[src/rtl/lut_ctrl.sv]
// Command sequencer for the 8-bit LUT/register file: expands write/read commands into
// save_data / write_en / show_reg strobes on the shared d_in bus and returns read data.
module lut_ctrl #(
    parameter int DW     = 8,
    parameter int RD_LAT = 1
) (
    input  logic          clk,
    input  logic          rst,
    input  logic          cmd_valid,
    output logic          cmd_ready,
    input  logic          cmd_wr,
    input  logic [DW-1:0] cmd_addr,
    input  logic [DW-1:0] cmd_data,
    output logic          rsp_valid,
    input  logic          rsp_ready,
    output logic [DW-1:0] rsp_data,
    output logic          busy,
    output logic [DW-1:0] lut_d_in,
    output logic          lut_save_data,
    output logic          lut_write_en,
    output logic          lut_show_reg,
    input  logic [DW-1:0] lut_d_out
);

    typedef enum logic [2:0] {
        IDLE,
        W_SAVE,
        W_COMMIT,
        R_SHOW,
        R_WAIT,
        R_RSP
    } state_t;

    localparam logic [3:0] CNT_LOAD = 4'(RD_LAT - 1);

    state_t        state_reg, state_next;
    logic [DW-1:0] addr_reg, addr_next;
    logic [3:0]    cnt_reg, cnt_next;
    logic [DW-1:0] d_in_reg, d_in_next;
    logic [DW-1:0] rsp_data_reg, rsp_data_next;
    logic          cmd_ready_reg, cmd_ready_next;
    logic          busy_reg, busy_next;
    logic          save_reg, save_next;
    logic          write_reg, write_next;
    logic          show_reg, show_next;
    logic          rsp_valid_reg, rsp_valid_next;

    always_comb begin
        state_next    = state_reg;
        addr_next     = addr_reg;
        cnt_next      = cnt_reg;
        d_in_next     = d_in_reg;
        rsp_data_next = rsp_data_reg;

        case (state_reg)
            IDLE: begin
                if (cmd_valid && cmd_ready_reg) begin
                    addr_next = cmd_addr;
                    if (cmd_wr) begin
                        state_next = W_SAVE;
                        d_in_next  = cmd_data;
                    end else begin
                        state_next = R_SHOW;
                        d_in_next  = cmd_addr;
                    end
                end
            end
            W_SAVE: begin
                state_next = W_COMMIT;
                d_in_next  = addr_reg;
            end
            W_COMMIT: state_next = IDLE;
            R_SHOW: begin
                state_next = R_WAIT;
                cnt_next   = CNT_LOAD;
            end
            R_WAIT: begin
                // Counter reaching zero marks the cycle in which lut_d_out is valid.
                if (cnt_reg == 4'd0) begin
                    rsp_data_next = lut_d_out;
                    state_next    = R_RSP;
                end else begin
                    cnt_next = cnt_reg - 4'd1;
                end
            end
            R_RSP: begin
                if (rsp_ready) state_next = IDLE;
            end
            default: state_next = IDLE;
        endcase

        // Outputs are decoded from the next state so they come straight out of flops.
        cmd_ready_next = (state_next == IDLE);
        busy_next      = (state_next != IDLE);
        save_next      = (state_next == W_SAVE);
        write_next     = (state_next == W_COMMIT);
        show_next      = (state_next == R_SHOW);
        rsp_valid_next = (state_next == R_RSP);
    end

    always_ff @(posedge clk or posedge rst) begin
        if (rst) begin
            state_reg     <= IDLE;
            addr_reg      <= '0;
            cnt_reg       <= '0;
            d_in_reg      <= '0;
            rsp_data_reg  <= '0;
            cmd_ready_reg <= 1'b1;
            busy_reg      <= 1'b0;
            save_reg      <= 1'b0;
            write_reg     <= 1'b0;
            show_reg      <= 1'b0;
            rsp_valid_reg <= 1'b0;
        end else begin
            state_reg     <= state_next;
            addr_reg      <= addr_next;
            cnt_reg       <= cnt_next;
            d_in_reg      <= d_in_next;
            rsp_data_reg  <= rsp_data_next;
            cmd_ready_reg <= cmd_ready_next;
            busy_reg      <= busy_next;
            save_reg      <= save_next;
            write_reg     <= write_next;
            show_reg      <= show_next;
            rsp_valid_reg <= rsp_valid_next;
        end
    end

    assign cmd_ready     = cmd_ready_reg;
    assign busy          = busy_reg;
    assign lut_d_in      = d_in_reg;
    assign lut_save_data = save_reg;
    assign lut_write_en  = write_reg;
    assign lut_show_reg  = show_reg;
    assign rsp_valid     = rsp_valid_reg;
    assign rsp_data      = rsp_data_reg;

endmodule

[config.mk]
export PLATFORM = sky130hd
export DESIGN_NAME = lut_ctrl
export DESIGN_NICKNAME = d
export VERILOG_FILES = /design/src/rtl/lut_ctrl.sv
export SDC_FILE = /design/constraint.sdc
export NUM_CORES = 1
export LEC_CHECK = 0
export ABC_AREA = 1
export BUFFER_PORTS_ARGS = -buffer_cell sky130_fd_sc_hd__buf_2
export CAP_MARGIN = 20
export CORE_AREA = 2 2 70 72
export CTS_CLUSTER_DIAMETER = 50
export CTS_CLUSTER_SIZE = 12
export DETAILED_ROUTE_END_ITERATION = 6
export DIE_AREA = 0 0 72 74
export PLACE_DENSITY = 0.68
export SYNTH_ARGS = -nofsm -noshare
export SYNTH_HDL_FRONTEND = slang
export SYNTH_SLANG_ARGS = --single-unit
export TNS_END_PERCENT = 10
[constraint.sdc]
create_clock -name clk -period 3.55 [get_ports clk]
set_input_delay 0.1775 -clock clk [delete_from_list [all_inputs] [get_ports clk]]
set_output_delay 0.1775 -clock clk [all_outputs]
set_load 0.01 [all_outputs]
* Yosys cells after proc, flatten, opt, wreduce, memory -nomap -nowiden
Index checks and enable logic that the tools add are counted.
Storage, ports and cells: logic and storage cells 43, flip-flop bits (word level) 37, output and inout bits 22
Operators by class: add/sub/neg operators 1, reduce and logical (&&, ||, !) cells 11, equal/unequal tests 10, muxes and demuxes 10
Operators by type and width (count):
- $mux 8 | 2
- $pmux 8 s2 | 1
- $pmux 3 s5 | 1
- $eq 3x2->1 const B | 3
- $eq 3x3->1 const B | 3
- $mux 3 | 3
- $pmux 4 s2 | 1
- $reduce_and 2->1 | 4
- $eq 3x1->1 const B | 2
- $logic_not 3->1 | 2
- $logic_not 4->1 | 1
- $mux 4 | 1
- $ne 2x2->1 const B | 2
- $reduce_bool 2->1 | 2
- $sub 4x1->4 const B | 1
- $reduce_bool 3->1 | 1
- $mux 2 | 1
- $logic_and 1x1->1 | 1

* Logic depth before layout (Yosys ltp)
word-level depth 4, gate-level depth with buffers 8, gate-level depth less buffers 8

* Least setup slack after synthesis
No wires, ideal clock.
path kind register -> register, start register cmd_ready_reg, in the netlist cmd_ready, end register addr_reg[5], path slack 2.226 ns, cell stages (with the launch flop) 7, buffers on the path 1, data arrival time 1.204 ns, path through dfstp_2 > nand2_1 > inv_1 > nand3_4 > buf_6 > nand2_1 > o21ai_1
Between the ends: longest elaborated chain between the ends 2
Ends and longest elaborated chain:
- from (decl) | RTL line 41 | logic cmd_ready_reg, cmd_ready_next;
- from (signal assigned) | RTL line 120 | cmd_ready_reg <= cmd_ready_next;
- $logic_and 1x1->1 | RTL line 57 | if (cmd_valid && cmd_ready_reg) begin
- $reduce_and 2->1 (no source line)
- to (signal assigned) | RTL line 116 | addr_reg <= addr_next;
- to (decl) | RTL line 37 | logic [DW-1:0] addr_reg, addr_next;
No other way between the ends. A chain may end at the register's enable or synchronous reset.

* Final worst setup path
start register state_reg[1], end register d_in_reg[1], in the netlist lut_d_in[1]
Between the ends: longest elaborated chain between the ends 3, elaborated cells on any way between the ends 6, classes of those cells eq/ne (2); mux (1); reduce/logical (3)
Ends and longest elaborated chain:
- from (decl) | RTL line 36 | state_t state_reg, state_next;
- from (signal assigned) | RTL line 115 | state_reg <= state_next;
- $eq 3x1->1 / $logic_not 3->1 (equally long branches) | RTL line 55 | case (state_reg)
- $reduce_bool 2->1 (no source line) / $ne 2x2->1 (equally long branches)
- $reduce_and 2->1 (no source line)
- to (signal assigned) | RTL line 118 | d_in_reg <= d_in_next;
- to (decl) | RTL line 39 | logic [DW-1:0] d_in_reg, d_in_next;
Parallel ways exist; a longest one is shown, timed or not.

==> key figures <==
Global route
  • GRT met1 Usage: 18.5%
  • Met2 Use GR: 24.8%
  • Tot GR Track Use: 14.5%
  • Global route hottest layer: met2
  • Global-route wire length before repair: 6030 µm
  • Met3 Use GR: 3.66%
  • Grt total ovfl: 0
  • Initial antenna violation count: 0
  • Number of global-route vias before repair: 1,365
  • Largest net degree at the start of global routing: 29

STA
  • Crit path time final: 1.44 ns
  • Skew final: 0.00170 ns
  • RSZ-0062 raised after global routing: false
  • Fin Setup TNS: 0 ns
  • Setup Viol. Count Final: 0
  • Fmax: 0.694 GHz
  • WHS: 0.0989 ns
  • Final hold vios: 0
  • Worst relative slew slack: 75.9%
  • Fin. max-slew vios: 0
  • Tcrit/Tclk final: 40.6%
  • Worst slew pin tran: 0.361 ns

Yosys
  • Seq/Total Area, Yosys: 52.4%
  • Syn_area_per_cell: 8.64 µm²
  • Synth Warn #: 0
  • Unique masters post-synth: 22
  • Syn Nets: 235
  • #FFs+latches synth: 37
  • Mapped cell area: 1770 µm²
  • Post-Synthesis Cells: 205

Clock network
  • CTS tree: built
  • Post-CTS Hold Buffers: 0
  • Worst-skew pair later-pin latency: 0.27 ns
  • Clock sinks: 37
  • Post-CTS Resized: 0
  • H-tree depth: 2
  • Clock Tree Root: clkbuf_8
  • # Post-CTS Setup Buffers: 0
  • CTS Buf Count: 5
  • Worst-path clk slew: 0.07 ns
  • Clock Tree Buf Depth: 2

Placement
  • Port bufs: 50
  • Dpl cells: 306
  • Routability congestion estimate: 0.815
  • DPL Wire Length: 2720 µm

Die
  • Die W: 72 µm
  • Top Ports: 51
  • Core area: 4600 µm²
  • Initial core utilization: 38.5%
  • Core Rows: 25
  • Die Y: 74 µm
  • Die ar.: 5330 µm²

Power
  • Comb power frac: 40.8%
  • Clock Power Share: 18.1%
  • Maximum vdd drop: 0.326 mV
  • Pwr dens: 789 nW/µm²
  • Sequential share of power: 41.1%
  • Internal: 1.05 mW
  • Switching power: 0.685 mW
  • Switch share: 39.4%
  • Leakage: 1.23 nW

Layout
  • Non-filler cells in the finished layout: 316
  • Fin nets: 291
  • Ant. Diodes: 0
  • Share of cells above drive strength 1: 31.3%
  • Area Growth Syn to Fin: 24.5%
  • Post-layout util: 47.9%

Worst setup path
  • Worst r2r dst: lut_d_in[1]$_DFFE_PP0P_
  • Worst Setup SP: state_reg[1]$_DFF_PP0_
  • Crit path launch type: flop
  • CP cell instances: inv_2 > nand2_1 > nor2_4 > inv_2 > nand3_1 > nand3_1
  • Data required, critical path: 3.71 ns
  • Kind of critical path: reg -> reg
  • Worst Path Buf+Inv: 2
  • Critical Path Fanout Max: 12
  • Register-to-Register Setup Slack: 2.11 ns
  • Critical Path Slowest Stage Cell: dfrtp_1
  • Element type at the critical path end: flop
  • Family with the most delay on the worst path: simple AND/OR/NAND/NOR gates
  • Worst r2r src: state_reg[1]$_DFF_PP0_
  • Arrival time at the worst endpoint: 1.60 ns
  • Worst r2r path cells: 6
  • Critical Path Max Stage Delay: 0.44 ns

Routing
  • Drt pass-1 iters: 4
  • Via density: 4.55
  • 1st-iter DRT viols: 97
  • Via count: 1,439
  • Drt wl/cell: 11.3 µm
  • Total Routed Length: 3580 µm
  • ANT nets after route: 0
  • DRC Markers: 0

Worst hold path
  • Hold Path Cell Cnt: 3
  • Worst hold path type: in -> reg
  • Hold path start: lut_d_out[3]
  • Worst hold endpoint: rsp_data[3]$_DFFE_PP0P_

Run
  • Max cap viols: 0

Status
  • Status: complete, no violations
stage by stage:
stage          total power, mW  instance area [µm²]  worst slack, ns
6_report                  1.74                 2200             2.11
5_1_grt                   1.89                 2200             2.02
4_1_cts                   1.76                 2170             2.09
3_5_place_dp              1.44                 2060             2.11
3_3_place_gp              1.42                 2060             2.16
2_1_floorplan             1.22                 1770             2.23
metal layers:
metal / wire length [µm] / share of wire (%)
met1: 1670 / 47
met2: 1760 / 49
met3: 144 / 4.0
met4: 15 / 0.42
met5: 0 / 0
layout make-up:
type,count,area (µm²)
multi-input combinational,141,726
tap,54,67.6
clock buffer,7,96.3
inverter,23,86.3
clock inverter,1,5.00
fill,450,2390
timing repair buffer,53,295
sequential,37,927
worst min-delay path, stage by stage:
cell     delay [ns]
buf_2          0.07
nand2_1        0.04
nand2_1        0.05
cells in the mapped netlist:
cell       n  share of area [%]
inv_1     19                4.0
nor2_8     2                2.3
nor2_2     2               0.71
nand3_2    3                1.7
o21ai_0   12                3.4
buf_6      2                1.3
clkbuf_1   1               0.21
nand4_1    1               0.35
nand2_4    3                1.9
nor2_4     4                2.5
nand3_4    1               0.99
nor2_1     7                1.5
nand2_1   72                 15
buf_2      1               0.28
o21ai_1    8                2.3
nand3_1   22                6.2
xnor2_1    1               0.49
ha_1       1               0.71
nand2_2    2               0.71
dfrtp_1   36                 51
dfstp_2    1                1.5
inv_2      4               0.85
placed cells by master, fill, tap and decap left out, drive strengths merged:
cell type / synthesis / routed
nand2: 77 / 77
buf: 3 / 52
dfrtp: 36 / 36
nand3: 26 / 26
inv: 23 / 23
o21ai: 20 / 20
nor2: 15 / 15
clkbuf: 1 / 7
nand4: 1 / 1
xnor2: 1 / 1
ha: 1 / 1
clkinv: 0 / 1
dfstp: 1 / 1
dlygate4sd3: 0 / 1
logic make-up after synthesis:
group	synth area share, %
buf+inv	6.64
fa+ha+maj	0.707
xor+xnor	0.495
compound gates	5.65
simple gates	34.1
flops	52.4
power groups by stage:
stage	Clock (mW)	Sequential [mW]	Combinational, mW
after floorplan	0	0.761	0.462
after global placement	0	0.719	0.697
after detailed placement	0	0.722	0.715
after CTS	0.325	0.716	0.717
after global routing	0.342	0.736	0.808
final	0.316	0.714	0.709
how the worst max path moves through the flow:
stage	slack (ns)	endpoint	cells after the start
finish	2.11	lut_d_in[1]$_DFFE_PP0P_	6
global route	2.02	lut_d_in[1]$_DFFE_PP0P_	6
floorplan	2.23	addr_reg[5]$_DFFE_PP0P_	6
global placement	2.16	lut_save_data$_DFF_PP0_	6
CTS	2.09	lut_d_in[1]$_DFFE_PP0P_	6
detailed placement	2.11	lut_d_in[1]$_DFFE_PP0P_	6
No activity file was read; power rests on OpenSTA's default activity.
